$ cat src/rtl/vga_sync_if.sv
// vga_sync_if: raster timing bundle between the VGA sync generator and the
// board renderer.
//   master : the timing generator (takes pixel/blink ticks, drives timing)
//   slave  : the consumer side (supplies ticks, receives timing)
// Signals:
//   pix_en      - one-clk 25 MHz pixel tick
//   blink_tick  - one-clk 4 Hz cursor blink pulse
//   hcount      - pixel column, 0..H_TOTAL-1
//   vcount      - line, 0..V_TOTAL-1
//   hsync/vsync - active-low sync
//   video_on    - visible-area flag
//   line_start  - one-clk pulse after hcount wraps to 0
//   frame_start - one-clk pulse after (hcount,vcount) wraps to (0,0)
//   blink_phase - cursor visibility phase, changes only at frame start
interface vga_sync_if;
  logic       pix_en;
  logic       blink_tick;
  logic [9:0] hcount;
  logic [9:0] vcount;
  logic       hsync;
  logic       vsync;
  logic       video_on;
  logic       line_start;
  logic       frame_start;
  logic       blink_phase;

  modport master (
    input  pix_en, blink_tick,
    output hcount, vcount, hsync, vsync, video_on,
           line_start, frame_start, blink_phase
  );

  modport slave (
    output pix_en, blink_tick,
    input  hcount, vcount, hsync, vsync, video_on,
           line_start, frame_start, blink_phase
  );
endinterface

$ cat src/rtl/vga_sync_gen.sv
// vga_sync_gen: 640x480@60 Hz VGA raster timing generator. Runs on the
// 100 MHz clock and advances the raster only on pix_en. Sync, blanking and
// line/frame pulses are registered on the same edge as the counters, so
// they always describe the hcount/vcount presented alongside them.
// Ports:
//   clk  - 100 MHz master clock
//   rst  - synchronous, active-high reset
//   vif  - vga_sync_if.master (pix_en/blink_tick in, timing out)
// Build option:
//   VGA_BLINK_SYNC_EN - when defined, blink_tick is re-timed to frame
//   boundaries into blink_phase; otherwise blink_phase is tied to 0.
// Timing values are parameters so the raster can be shrunk for simulation;
// both totals must stay <= 1024 to fit the 10-bit counters.
module vga_sync_gen #(
  parameter int H_ACTIVE = 640,
  parameter int H_FP     = 16,
  parameter int H_SYNC   = 96,
  parameter int H_BP     = 48,
  parameter int V_ACTIVE = 480,
  parameter int V_FP     = 10,
  parameter int V_SYNC   = 2,
  parameter int V_BP     = 33
) (
  input logic        clk,
  input logic        rst,
  vga_sync_if.master vif
);

  localparam int H_TOTAL = H_ACTIVE + H_FP + H_SYNC + H_BP;
  localparam int V_TOTAL = V_ACTIVE + V_FP + V_SYNC + V_BP;

  localparam logic [9:0] H_MAX     = 10'(H_TOTAL - 1);
  localparam logic [9:0] V_MAX     = 10'(V_TOTAL - 1);
  localparam logic [9:0] H_VIS     = 10'(H_ACTIVE);
  localparam logic [9:0] V_VIS     = 10'(V_ACTIVE);
  localparam logic [9:0] HS_FIRST  = 10'(H_ACTIVE + H_FP);
  localparam logic [9:0] HS_LAST   = 10'(H_ACTIVE + H_FP + H_SYNC - 1);
  localparam logic [9:0] VS_FIRST  = 10'(V_ACTIVE + V_FP);
  localparam logic [9:0] VS_LAST   = 10'(V_ACTIVE + V_FP + V_SYNC - 1);

  logic [9:0] hcount_q, vcount_q;
  logic [9:0] hcount_nxt, vcount_nxt;
  logic       hsync_q, vsync_q, video_on_q;
  logic       line_start_q, frame_start_q;
  logic       blink_phase_q;
  logic       h_last, v_last, frame_wrap;

  assign h_last     = (hcount_q == H_MAX);
  assign v_last     = (vcount_q == V_MAX);
  assign frame_wrap = vif.pix_en && h_last && v_last;

  // Next raster position; the decodes below look at these so the registered
  // flags line up with the counters they are registered alongside.
  always_comb begin
    hcount_nxt = hcount_q + 10'd1;
    vcount_nxt = vcount_q;
    if (h_last) begin
      hcount_nxt = 10'd0;
      vcount_nxt = v_last ? 10'd0 : vcount_q + 10'd1;
    end
  end

  always_ff @(posedge clk) begin
    if (rst) begin
      hcount_q      <= H_MAX;
      vcount_q      <= V_MAX;
      hsync_q       <= 1'b1;
      vsync_q       <= 1'b1;
      video_on_q    <= 1'b0;
      line_start_q  <= 1'b0;
      frame_start_q <= 1'b0;
    end else if (vif.pix_en) begin
      hcount_q      <= hcount_nxt;
      vcount_q      <= vcount_nxt;
      hsync_q       <= !(hcount_nxt >= HS_FIRST && hcount_nxt <= HS_LAST);
      vsync_q       <= !(vcount_nxt >= VS_FIRST && vcount_nxt <= VS_LAST);
      video_on_q    <= (hcount_nxt < H_VIS) && (vcount_nxt < V_VIS);
      line_start_q  <= h_last;
      frame_start_q <= h_last && v_last;
    end else begin
      line_start_q  <= 1'b0;
      frame_start_q <= 1'b0;
    end
  end

`ifdef VGA_BLINK_SYNC_EN
  logic blink_pend_q;

  // A tick landing on the wrap edge itself counts for the frame that starts
  // there, so it toggles immediately instead of waiting a whole frame.
  always_ff @(posedge clk) begin
    if (rst) begin
      blink_pend_q  <= 1'b0;
      blink_phase_q <= 1'b0;
    end else if (frame_wrap) begin
      blink_pend_q  <= 1'b0;
      blink_phase_q <= blink_phase_q ^ (blink_pend_q | vif.blink_tick);
    end else if (vif.blink_tick) begin
      blink_pend_q  <= 1'b1;
    end
  end
`else
  logic unused_blink;
  assign unused_blink  = vif.blink_tick ^ frame_wrap;
  assign blink_phase_q = 1'b0;
`endif

  assign vif.hcount      = hcount_q;
  assign vif.vcount      = vcount_q;
  assign vif.hsync       = hsync_q;
  assign vif.vsync       = vsync_q;
  assign vif.video_on    = video_on_q;
  assign vif.line_start  = line_start_q;
  assign vif.frame_start = frame_start_q;
  assign vif.blink_phase = blink_phase_q;

endmodule

$ cat src/flat_wrapper.sv
// flat-port wrapper written by rule: the top's interface ports become plain ports
module vga_sync_gen_flat 
#(
  parameter int H_ACTIVE = 640,
  parameter int H_FP     = 16,
  parameter int H_SYNC   = 96,
  parameter int H_BP     = 48,
  parameter int V_ACTIVE = 480,
  parameter int V_FP     = 10,
  parameter int V_SYNC   = 2,
  parameter int V_BP     = 33
)
  (clk, rst, vif_pix_en, vif_blink_tick, vif_hcount, vif_vcount, vif_hsync, vif_vsync, vif_video_on, vif_line_start, vif_frame_start, vif_blink_phase);
  vga_sync_if vif_i ();
  input logic clk;
  input logic rst;
  input wire logic [$bits(vif_i.pix_en)-1:0] vif_pix_en;
  input wire logic [$bits(vif_i.blink_tick)-1:0] vif_blink_tick;
  output wire logic [$bits(vif_i.hcount)-1:0] vif_hcount;
  output wire logic [$bits(vif_i.vcount)-1:0] vif_vcount;
  output wire logic [$bits(vif_i.hsync)-1:0] vif_hsync;
  output wire logic [$bits(vif_i.vsync)-1:0] vif_vsync;
  output wire logic [$bits(vif_i.video_on)-1:0] vif_video_on;
  output wire logic [$bits(vif_i.line_start)-1:0] vif_line_start;
  output wire logic [$bits(vif_i.frame_start)-1:0] vif_frame_start;
  output wire logic [$bits(vif_i.blink_phase)-1:0] vif_blink_phase;
  assign vif_i.pix_en = vif_pix_en;
  assign vif_i.blink_tick = vif_blink_tick;
  assign vif_hcount = vif_i.hcount;
  assign vif_vcount = vif_i.vcount;
  assign vif_hsync = vif_i.hsync;
  assign vif_vsync = vif_i.vsync;
  assign vif_video_on = vif_i.video_on;
  assign vif_line_start = vif_i.line_start;
  assign vif_frame_start = vif_i.frame_start;
  assign vif_blink_phase = vif_i.blink_phase;
  vga_sync_gen #(.H_ACTIVE(H_ACTIVE), .H_FP(H_FP), .H_SYNC(H_SYNC), .H_BP(H_BP), .V_ACTIVE(V_ACTIVE), .V_FP(V_FP), .V_SYNC(V_SYNC), .V_BP(V_BP)) u_core (.clk(clk), .rst(rst), .vif(vif_i));
endmodule
$ cat config.mk
export PLATFORM = sky130hd
export DESIGN_NAME = vga_sync_gen_flat
export DESIGN_NICKNAME = d
export VERILOG_FILES = /design/src/rtl/vga_sync_if.sv /design/src/rtl/vga_sync_gen.sv /design/src/flat_wrapper.sv
export SDC_FILE = /design/constraint.sdc
export NUM_CORES = 1
export LEC_CHECK = 0
export BUFFER_PORTS_ARGS = -buffer_cell sky130_fd_sc_hd__buf_2
export CAP_MARGIN = 10
export CORE_MARGIN = 3
export CORE_UTILIZATION = 40
export CTS_BUF_LIST = sky130_fd_sc_hd__clkbuf_2
export CTS_CLUSTER_DIAMETER = 80
export DETAILED_ROUTE_END_ITERATION = 6
export PLACE_DENSITY_LB_ADDON = 0.12
export SLEW_MARGIN = 20
export SYNTH_ARGS = -nofsm -noshare
export SYNTH_HDL_FRONTEND = slang
export SYNTH_SLANG_ARGS = --single-unit
$ cat constraint.sdc
create_clock -name clk -period 2.8 [get_ports clk]
set_input_delay 0.56 -clock clk [delete_from_list [all_inputs] [get_ports clk]]
set_output_delay 0.56 -clock clk [all_outputs]
set_load 0.05 [all_outputs]
Yosys cells after proc, flatten, opt, wreduce, memory -nomap -nowiden
Cells that the tools add are included.
{"block": "totals", "register_bits": 25, "in_bits": 4}
{"block": "classes", "n_addsub": 2, "n_lt_le_gt_ge": 6, "eq_ne": 2, "muxes": 3, "bitwise": 1, "reduce_logical": 7}
{"cell": "$mux W10", "n": 3}
{"cell": "$add A10 B1 Y10 const B", "n": 2}
{"cell": "$eq A10 B10 Y1 const B", "n": 2}
{"cell": "$ge A10 B10 Y1 const B", "n": 1}
{"cell": "$ge A10 B9 Y1 const B", "n": 1}
{"cell": "$le A10 B10 Y1 const B", "n": 1}
{"cell": "$le A10 B9 Y1 const B", "n": 1}
{"cell": "$lt A10 B10 Y1 const B", "n": 1}
{"cell": "$lt A10 B9 Y1 const B", "n": 1}
{"cell": "$logic_and A1 B1 Y1", "n": 4}
{"cell": "$logic_not A1 Y1", "n": 2}
{"cell": "$reduce_or A2 Y1", "n": 1}
{"cell": "$not A1 Y1", "n": 1}

Logic depth before layout (Yosys ltp)
Gate-level depths: netlist (run 1).
{"block": "logic_depth", "ltp_word": 6, "mapped_depth": 9, "depth_no_buf": 8}

Worst setup path before layout (run 1)
No wires, ideal clock.
{"block": "synth_timing", "path_kind": "reg-to-reg", "start": "reg u_core.hcount_q[0], in the netlist u_core.vif.hcount[0]", "end": "reg u_core.vcount_q[7], in the netlist u_core.vif.vcount[7]", "setup_time_ns": 0.124, "t_arrival_ns": 2.537, "required_time_ns": 2.676, "slack_ns": 0.138, "path_stages_with_launch": 9, "synth_period_minus_slack_ns": 2.662, "cell_sequence": "dfxtp_1 ha_1 nand4_2 or3_1 buf_2 or4_4 nor2_2 xnor2_1 nor2_1"}
{"block": "synth_via", "elab_chain_len": 2}
{"item": "start, declared", "line_no": "vga_sync_gen.sv:41", "rtl": "logic [9:0] hcount_q, vcount_q;"}
{"item": "start signal, assigned", "line_no": "vga_sync_gen.sv:73", "rtl": "hcount_q <= hcount_nxt;"}
{"item": "$eq A10 B10 Y1", "line_no": "vga_sync_gen.sv:48", "rtl": "assign h_last = (hcount_q == H_MAX);"}
{"item": "$mux W10", "line_no": "vga_sync_gen.sv:57", "rtl": "if (h_last) begin"}
{"item": "end signal, assigned", "line_no": "vga_sync_gen.sv:74", "rtl": "vcount_q <= vcount_nxt;"}
{"item": "end, declared", "line_no": "vga_sync_gen.sv:41"}
No other way between the ends.
A chain may end at the register's enable or synchronous reset.

Worst setup path after layout (run 1)
{"block": "layout_timing", "start": "reg u_core.hcount_q[0], in the netlist u_core.vif.hcount[0]", "end": "reg u_core.video_on_q, in the netlist u_core.vif.video_on"}
{"block": "layout_via", "elab_chain_len": 4}
{"item": "$add A10 B1 Y10 or $eq A10 B10 Y1 (tied branches)", "line_no": "vga_sync_gen.sv:55, vga_sync_gen.sv:48"}
{"item": "$mux W10", "line_no": "vga_sync_gen.sv:57"}
{"item": "$lt A10 B10 Y1 or $lt A10 B9 Y1 (tied branches)", "line_no": "vga_sync_gen.sv:77", "rtl": "video_on_q <= (hcount_nxt < H_VIS) && (vcount_nxt < V_VIS);"}
{"item": "$logic_and A1 B1 Y1 *", "line_no": "vga_sync_gen.sv:77"}
{"item": "end signal, assigned", "line_no": "vga_sync_gen.sv:77"}
{"item": "end, declared", "line_no": "vga_sync_gen.sv:43", "rtl": "logic hsync_q, vsync_q, video_on_q;"}
Mark *: on every way between the ends. The rest lies on a longest branch, timed or not.

==> impl_metrics.xml, run 1 <==
<?xml version="1.0" encoding="UTF-8"?>
<metrics>
  <group name="outcome">
    <metric name="outcome" unit="">complete, no violations</metric>
  </group>
  <group name="global_routing">
    <metric name="grt_start_max_net_pins" unit="">28</metric>
    <metric name="grt-ovfl-total" unit="">0</metric>
    <metric name="grt_use_met2" unit="">0.251</metric>
    <metric name="global_route_wire_length_before_repair" unit="mm">7.09</metric>
    <metric name="groute.usage.overall" unit="">0.172</metric>
    <metric name="grt_use_met1" unit="">0.256</metric>
    <metric name="gr-usage-met3" unit="">0.0333</metric>
    <metric name="initial_antenna_violation_count" unit="">0</metric>
    <metric name="grt_pass1_vias" unit="">1458</metric>
    <metric name="globalRoute.busiestLayer" unit="">met1</metric>
  </group>
  <group name="setup_path">
    <metric name="critical-path-top-cell-by-count" unit="">buf_4</metric>
    <metric name="worstSetupStartpointType" unit="">flop</metric>
    <metric name="cp_slowest_stage_delay" unit="ns">0.51</metric>
    <metric name="cell_class_contributing_the_biggest_share_of_worst_path_delay" unit="">compound AO/OA/AOI/OAI gates</metric>
    <metric name="critical_path_peak_fanout" unit="">12</metric>
    <metric name="required_time_of_the_critical_path" unit="ns">3.11</metric>
    <metric name="worstSetupEndpointType" unit="">flop</metric>
    <metric name="timing.setup.critical_path_class" unit="">reg -&gt; reg</metric>
    <metric name="worst_ep_arrival_time" unit="ns">2.67</metric>
    <metric name="cp_cell_sequence" unit="">ha_1 -&gt; nand4_2 -&gt; buf_4 -&gt; nor3_1 -&gt; buf_4 -&gt; a311oi_1 -&gt; o211ai_1 -&gt; nand4_1 -&gt; a21oi_1</metric>
    <metric name="worst_path_max_delay_cell" unit="">dfxtp_1</metric>
    <metric name="critical_path.n_buffers_inverters" unit="">2</metric>
  </group>
  <group name="synthesis">
    <metric name="syn-cell-area" unit="sq um">1620</metric>
    <metric name="synth_top_cell_area_share" unit="">0.308</metric>
    <metric name="synthesized_instance_count" unit="">207</metric>
    <metric name="most_frequently_used_cell_type_in_the_post_synthesis_netlist" unit="">dfxtp_1</metric>
    <metric name="synth.top_cells.by_area" unit="">dfxtp_1, nor2_1, nand2_1</metric>
    <metric name="netlist-cell-type-count" unit="">53</metric>
    <metric name="synthDominantAreaCellType" unit="">dfxtp_1</metric>
    <metric name="synthTopCellsByCount" unit="">dfxtp_1, nor2_1, nand2_1</metric>
    <metric name="synth_seq_area_share" unit="">0.308</metric>
    <metric name="synth.net_count" unit="">215</metric>
    <metric name="ys_flop_type" unit="">dfxtp_1</metric>
    <metric name="synth-async-reset-ratio" unit="">0</metric>
    <metric name="synth_edf_count" unit="">0</metric>
    <metric name="yosysWarningCount" unit="">0</metric>
    <metric name="yosys_register_bits" unit="">25</metric>
    <metric name="synth_area_per_cell" unit="sq um">7.84</metric>
  </group>
  <group name="timing">
    <metric name="fin_skew" unit="ns">0.00473</metric>
    <metric name="grt_setup_unrepaired" unit="">false</metric>
    <metric name="final-max-slew-violation-count" unit="">0</metric>
    <metric name="final-setup-viol-count" unit="">0</metric>
    <metric name="hold_ws" unit="ns">0.484</metric>
    <metric name="fin_setup_tns" unit="ns">0</metric>
    <metric name="timing.final.crit_share" unit="">0.843</metric>
    <metric name="finalCriticalPeriod" unit="ns">2.36</metric>
    <metric name="final_critical_path_setup_slack" unit="ns">0.439</metric>
    <metric name="achievable-frequency" unit="MHz">424</metric>
    <metric name="timing.final.hold_violations" unit="">0</metric>
  </group>
  <group name="final_layout">
    <metric name="seq_area" unit="sq um">500</metric>
    <metric name="drive_gt1_frac" unit="">0.184</metric>
    <metric name="fillers" unit="">392</metric>
    <metric name="antennaDiodeCount" unit="">0</metric>
    <metric name="finish.net_count" unit="">232</metric>
    <metric name="area_growth_from_synthesis_to_final_layout" unit="%">7.56</metric>
    <metric name="total_area_of_multi_input_combinational_cells" unit="sq um">973</metric>
  </group>
  <group name="drt">
    <metric name="iteration_count_of_the_initial_detailed_routing_pass" unit="">4</metric>
    <metric name="vias_per_cell" unit="">5.81</metric>
    <metric name="ant_nets" unit="">0</metric>
    <metric name="initialDrtViolationCount" unit="">74</metric>
    <metric name="vias" unit="">1575</metric>
    <metric name="drt-total-wl" unit="mm">4.04</metric>
    <metric name="drc" unit="">0</metric>
    <metric name="wl_per_cell" unit="um">14.9</metric>
  </group>
  <group name="worst_hold_path">
    <metric name="worstHoldPathType" unit="">reg -&gt; reg</metric>
  </group>
  <group name="floorplanning">
    <metric name="num_io_pins" unit="">30</metric>
    <metric name="area_of_the_core" unit="sq um">3770</metric>
    <metric name="fp.dieArea" unit="sq um">4860</metric>
    <metric name="die_h" unit="um">69.7</metric>
    <metric name="floorplan.initialDensity" unit="">0.430</metric>
    <metric name="floorplan.rows" unit="">22</metric>
    <metric name="die_width" unit="um">69.7</metric>
  </group>
  <group name="clocking">
    <metric name="clock_tree.root_cell" unit="">clkbuf_2</metric>
    <metric name="clock_sink_count" unit="">25</metric>
    <metric name="post-cts-setup-buffer-count" unit="">0</metric>
    <metric name="clk_latency" unit="ns">0.35</metric>
    <metric name="clock_tree_from_tritoncts" unit="">yes</metric>
    <metric name="ctsHtreeMaxLevel" unit="">1</metric>
    <metric name="cts-buffers-inserted" unit="">3</metric>
    <metric name="cts.hold.buffers_added" unit="">0</metric>
    <metric name="clk_pin_slew" unit="ns">0.25</metric>
    <metric name="ctsLongestPathBuffers" unit="">2</metric>
    <metric name="postCtsResizedCells" unit="">0</metric>
  </group>
  <group name="placed_design">
    <metric name="gp_congestion" unit="">0.868</metric>
    <metric name="io_buffer_count" unit="">27</metric>
    <metric name="post-dp-hpwl" unit="mm">2.84</metric>
    <metric name="place_worst_setup_slack" unit="ns">0.488</metric>
  </group>
  <group name="pwr">
    <metric name="power-per-cell-area" unit="nW/um^2">510</metric>
    <metric name="power.static_leakage" unit="nW">0.722</metric>
    <metric name="vdd.ir_drop.worst" unit="uV">218</metric>
  </group>
  <group name="run">
    <metric name="max_cap_viols" unit="">0</metric>
  </group>
</metrics>
-- layout make-up --
type                       instances  share of cell area
clock buffer                       3             0.00860
timing repair buffer              31              0.0946
tap                               48              0.0344
inverter                           7              0.0151
sequential                        25               0.287
multi-input combinational        156               0.558
clock inverter                     1             0.00287
-- sequential cells by signal, summed over array words and instances, names as in the netlist --
signal and cells:
u_core.vif.frame_start 1, u_core.vif.hcount 10, u_core.vif.hsync 1, u_core.vif.line_start 1, u_core.vif.vcount 10, u_core.vif.video_on 1
u_core.vif.vsync 1
-- logic make-up after synthesis --
kind of cell,count (synthesis),synth area share
fa+ha+maj,4,0.0308
mux,2,0.0123
flops,25,0.308
other cells,1,0.00231
simple gates,92,0.306
buf+inv,26,0.0917
xor+xnor,7,0.0378
compound gates,50,0.210
-- per-stage QoR --
stage	cells	total power [W]	area, sq um	util
5_1_grt	271	0.000955	1750	0.463
2_1_floorplan	207	0.000678	1620	-
3_5_place_dp	267	0.000749	1730	0.458
3_3_place_gp	267	0.000741	1730	0.458
6_report	271	0.000891	1750	0.463
4_1_cts	271	0.000896	1750	0.463
-- path summary, 6_finish.rpt --
path                   startpoint             endpoint  slack [ns]  depth (start not counted)
min reg2reg   u_core.vif.video_on  u_core.vif.video_on        0.48                          2
min           u_core.vif.video_on  u_core.vif.video_on        0.48                          2
max reg2reg  u_core.vif.hcount[0]  u_core.vif.video_on        0.44                          9
max          u_core.vif.hcount[0]  u_core.vif.video_on        0.44                          9
-- worst reg2reg max path, cell delays in order (launching register included) --
cell and delay (ns):
dfxtp_1 0.51, ha_1 0.26, nand4_2 0.13, buf_4 0.19, nor3_1 0.28, buf_4 0.25
a311oi_1 0.11, o211ai_1 0.32, nand4_1 0.13, a21oi_1 0.13
-- where the power goes --
group | internal, W | switching [W] | total (W)
sequential | 0.000380 | 0.0000392 | 0.000419
combinational | 0.0000973 | 0.000227 | 0.000325
clock | 0.0000324 | 0.000115 | 0.000148
total | 0.000509 | 0.000382 | 0.000891
-- layout by cell type, fill, tap and decap left out, types with 2 or more instances in the layout --
cell type   n
nor4_1      4
o21ai_0    11
nor4b_1     2
a31oi_1     3
and3_1      5
a21oi_1    11
o211a_1     2
or3_1       3
nand4_1     9
and2_1      2
o31ai_1     3
a211o_1     2
inv_1       7
nor2_1     20
nand3_1     7
xor2_1      5
a311oi_1    3
xnor2_1     2
nand2b_1    5
nor3b_1     2
nand2_1    17
dfxtp_1    25
o21bai_1    5
buf_2      27
nor3_1      9
mux2i_1     2
clkbuf_2    3
ha_1        4
buf_4       4
-- metal layers --
metal | vias to the layer above | share of wire
met5 | - | 0
met2 | 44 | 0.44
met1 | 736 | 0.50
li1 | 793 | -
met4 | 0 | 0.0042
met3 | 2 | 0.057
Power figures use the tool's default switching activity.
==> run 2, diff against run 1 <==
==> constraint.sdc (replaced) <==
create_clock -name clk -period 2 [get_ports clk]
set_input_delay 0.4 -clock clk [delete_from_list [all_inputs] [get_ports clk]]
set_output_delay 0.4 -clock clk [all_outputs]
set_load 0.05 [all_outputs]
==> impl_metrics.xml, run 2 (same netlist as run 1, synthesis figures left out) <==
<?xml version="1.0" encoding="UTF-8"?>
<metrics>
  <group name="outcome">
    <metric name="outcome" unit="">finished with violations</metric>
    <metric name="failed_checks" unit="">negative setup slack</metric>
  </group>
  <group name="pwr">
    <metric name="power.static_leakage" unit="nW">0.832</metric>
    <metric name="p_sw" unit="W">0.000566</metric>
    <metric name="power.share.sequential" unit="">0.430</metric>
    <metric name="logic_pwr_share" unit="">0.419</metric>
    <metric name="vdd.ir_drop.worst" unit="uV">262</metric>
    <metric name="clkPwrFrac" unit="">0.151</metric>
    <metric name="power-per-cell-area" unit="nW/um^2">671</metric>
    <metric name="netSwitchingFraction" unit="">0.421</metric>
    <metric name="internal_power" unit="W">0.000778</metric>
  </group>
  <group name="final_layout">
    <metric name="drive_gt1_frac" unit="">0.342</metric>
    <metric name="finish.net_count" unit="">252</metric>
    <metric name="area_growth_from_synthesis_to_final_layout" unit="%">23.4</metric>
    <metric name="layout.cells.most_common_list" unit="">buf_2, buf_4, nor2_1</metric>
    <metric name="antennaDiodeCount" unit="">0</metric>
    <metric name="layout.cells.most_common" unit="">buf_2</metric>
  </group>
  <group name="floorplanning">
    <metric name="fp.dieArea" unit="sq um">4860</metric>
    <metric name="die_width" unit="um">69.7</metric>
    <metric name="floorplan.rows" unit="">22</metric>
    <metric name="num_io_pins" unit="">30</metric>
    <metric name="area_of_the_core" unit="sq um">3770</metric>
    <metric name="floorplan.initialDensity" unit="">0.430</metric>
    <metric name="die_h" unit="um">69.7</metric>
  </group>
  <group name="setup_path">
    <metric name="cp_slowest_stage_delay" unit="ns">0.41</metric>
    <metric name="r2r_setup_slack" unit="ns">-0.03</metric>
    <metric name="required_time_of_the_critical_path" unit="ns">2.31</metric>
    <metric name="worst_setup_path_startpoint" unit="">u_core.vif.hcount[5]</metric>
    <metric name="worst_path_max_delay_cell" unit="">nor4_1</metric>
    <metric name="cp_cell_sequence" unit="">or3_4 -&gt; or3_1 -&gt; buf_4 -&gt; nor4_1 -&gt; a211oi_2 -&gt; nand4_1 -&gt; o32a_1</metric>
    <metric name="critical_path_peak_fanout" unit="">5</metric>
    <metric name="worst_r2r_path_depth" unit="">7</metric>
    <metric name="worstSetupEndpoint" unit="">u_core.vif.vsync</metric>
    <metric name="rr_startpoint" unit="">u_core.vif.hcount[5]</metric>
    <metric name="worst_ep_arrival_time" unit="ns">2.34</metric>
    <metric name="worstSetupEndpointType" unit="">flop</metric>
    <metric name="timing.setup.critical_path_class" unit="">reg -&gt; reg</metric>
    <metric name="timing.rr.end" unit="">u_core.vif.vsync</metric>
    <metric name="worstSetupStartpointType" unit="">flop</metric>
  </group>
  <group name="global_routing">
    <metric name="grt_start_max_net_pins" unit="">17</metric>
    <metric name="groute.usage.overall" unit="">0.180</metric>
    <metric name="initial_antenna_violation_count" unit="">0</metric>
    <metric name="global_route_wire_length_before_repair" unit="mm">7.44</metric>
    <metric name="grt_use_met1" unit="">0.267</metric>
    <metric name="grt-ovfl-total" unit="">0</metric>
    <metric name="grt_use_met2" unit="">0.274</metric>
    <metric name="globalRoute.busiestLayer" unit="">met2</metric>
    <metric name="gr-usage-met3" unit="">0.0246</metric>
    <metric name="grt_pass1_vias" unit="">1570</metric>
  </group>
  <group name="clocking">
    <metric name="clk_latency" unit="ns">0.34</metric>
    <metric name="ctsHtreeMaxLevel" unit="">1</metric>
    <metric name="clock_sink_count" unit="">25</metric>
    <metric name="ctsLongestPathBuffers" unit="">2</metric>
    <metric name="clock_tree_from_tritoncts" unit="">yes</metric>
    <metric name="cts.hold.buffers_added" unit="">0</metric>
    <metric name="clk_pin_slew" unit="ns">0.25</metric>
    <metric name="clock_tree.root_cell" unit="">clkbuf_2</metric>
    <metric name="cts-buffers-inserted" unit="">3</metric>
  </group>
  <group name="drt">
    <metric name="vias_per_cell" unit="">5.79</metric>
    <metric name="drc" unit="">0</metric>
    <metric name="wl_per_cell" unit="um">15.1</metric>
    <metric name="iteration_count_of_the_initial_detailed_routing_pass" unit="">4</metric>
    <metric name="drt-total-wl" unit="mm">4.41</metric>
    <metric name="ant_nets" unit="">0</metric>
    <metric name="vias" unit="">1684</metric>
    <metric name="initialDrtViolationCount" unit="">122</metric>
  </group>
  <group name="worst_hold_path">
    <metric name="hold_path_startpoint" unit="">vif_pix_en</metric>
    <metric name="worstHoldPathType" unit="">in -&gt; reg</metric>
  </group>
  <group name="placed_design">
    <metric name="io_buffer_count" unit="">27</metric>
    <metric name="gp_congestion" unit="">0.893</metric>
    <metric name="post-dp-hpwl" unit="mm">3.20</metric>
    <metric name="place_worst_setup_slack" unit="ns">0.0358</metric>
  </group>
  <group name="timing">
    <metric name="timing.final.hold_violations" unit="">0</metric>
    <metric name="finalCriticalPeriod" unit="ns">2.03</metric>
    <metric name="final_critical_path_setup_slack" unit="ns">-0.0289</metric>
    <metric name="achievable-frequency" unit="MHz">493</metric>
    <metric name="final-max-slew-violation-count" unit="">0</metric>
    <metric name="final-setup-viol-count" unit="">1</metric>
    <metric name="timing.final.crit_share" unit="">1.01</metric>
    <metric name="hold_ws" unit="ns">0.389</metric>
    <metric name="grt_setup_unrepaired" unit="">true</metric>
    <metric name="fin_skew" unit="ns">0.00102</metric>
  </group>
  <group name="run">
    <metric name="max_cap_viols" unit="">0</metric>
  </group>
</metrics>
==> run 2: power groups by stage <==
stage	Sequential [W]	Clock [W]	Combinational [W]
after floorplan	0.000691	0	0.000273
after detailed placement	0.000588	0	0.000531
final	0.000578	0.000203	0.000563
after global routing	0.000587	0.000241	0.000609
after CTS	0.000578	0.000218	0.000532
after global placement	0.000585	0	0.000523
==> run 2: layout make-up <==
class / count / area, sq um
inverters: 7 / 26.3
clock buffers: 3 / 15.0
clock inverters: 1 / 5.00
repair buffers: 51 / 319
flip-flops and latches: 25 / 527
well taps: 48 / 60.1
fillers: 357 / 1770
multi-input cells: 156 / 1050
==> run 2: layer usage <==
layer | up-vias | share of wire
met5 | - | 0
met4 | 0 | 0.013
met3 | 9 | 0.059
met2 | 52 | 0.45
met1 | 805 | 0.48
li1 | 818 | -
==> run 2: worst min path at each step <==
stage	to	slack, ns	cells after the start
5_1_grt	u_core.vif.vcount[0]	0.35	2
3_3_place_gp	u_core.vif.video_on	0.45	2
3_5_place_dp	u_core.vif.video_on	0.47	2
6_report	u_core.vif.video_on	0.39	4
4_1_cts	u_core.vif.video_on	0.36	4
2_1_floorplan	u_core.vif.hcount[1]	0.55	2
==> run 2: through the flow <==
stage	cell area (sq um)	cells	util	total power, W	TNS, ns
after floorplan	1670	207	-	0.000964	-0.409
after global placement	1910	285	0.506	0.00111	0
after detailed placement	1910	285	0.506	0.00112	0
after CTS	1930	289	0.511	0.00133	0
after global routing	2000	291	0.531	0.00144	-0.150
final	2000	291	0.531	0.00134	-0.0289
==> run 2: timing repair <==
item / CTS / global route
endpoints found under the setup margin: 1 / 9
gates cloned: 0 / 0
pin swaps: 1 / 7
resized for setup: 0 / 11
setup buffers: 0 / 2
==> run 2: worst max-delay path, delay by kind of cell (launching register included) <==
kind	cells	cell delay, ns
simple gates	4	1.24
flops	1	0.38
compound gates	2	0.22
buf+inv	1	0.17
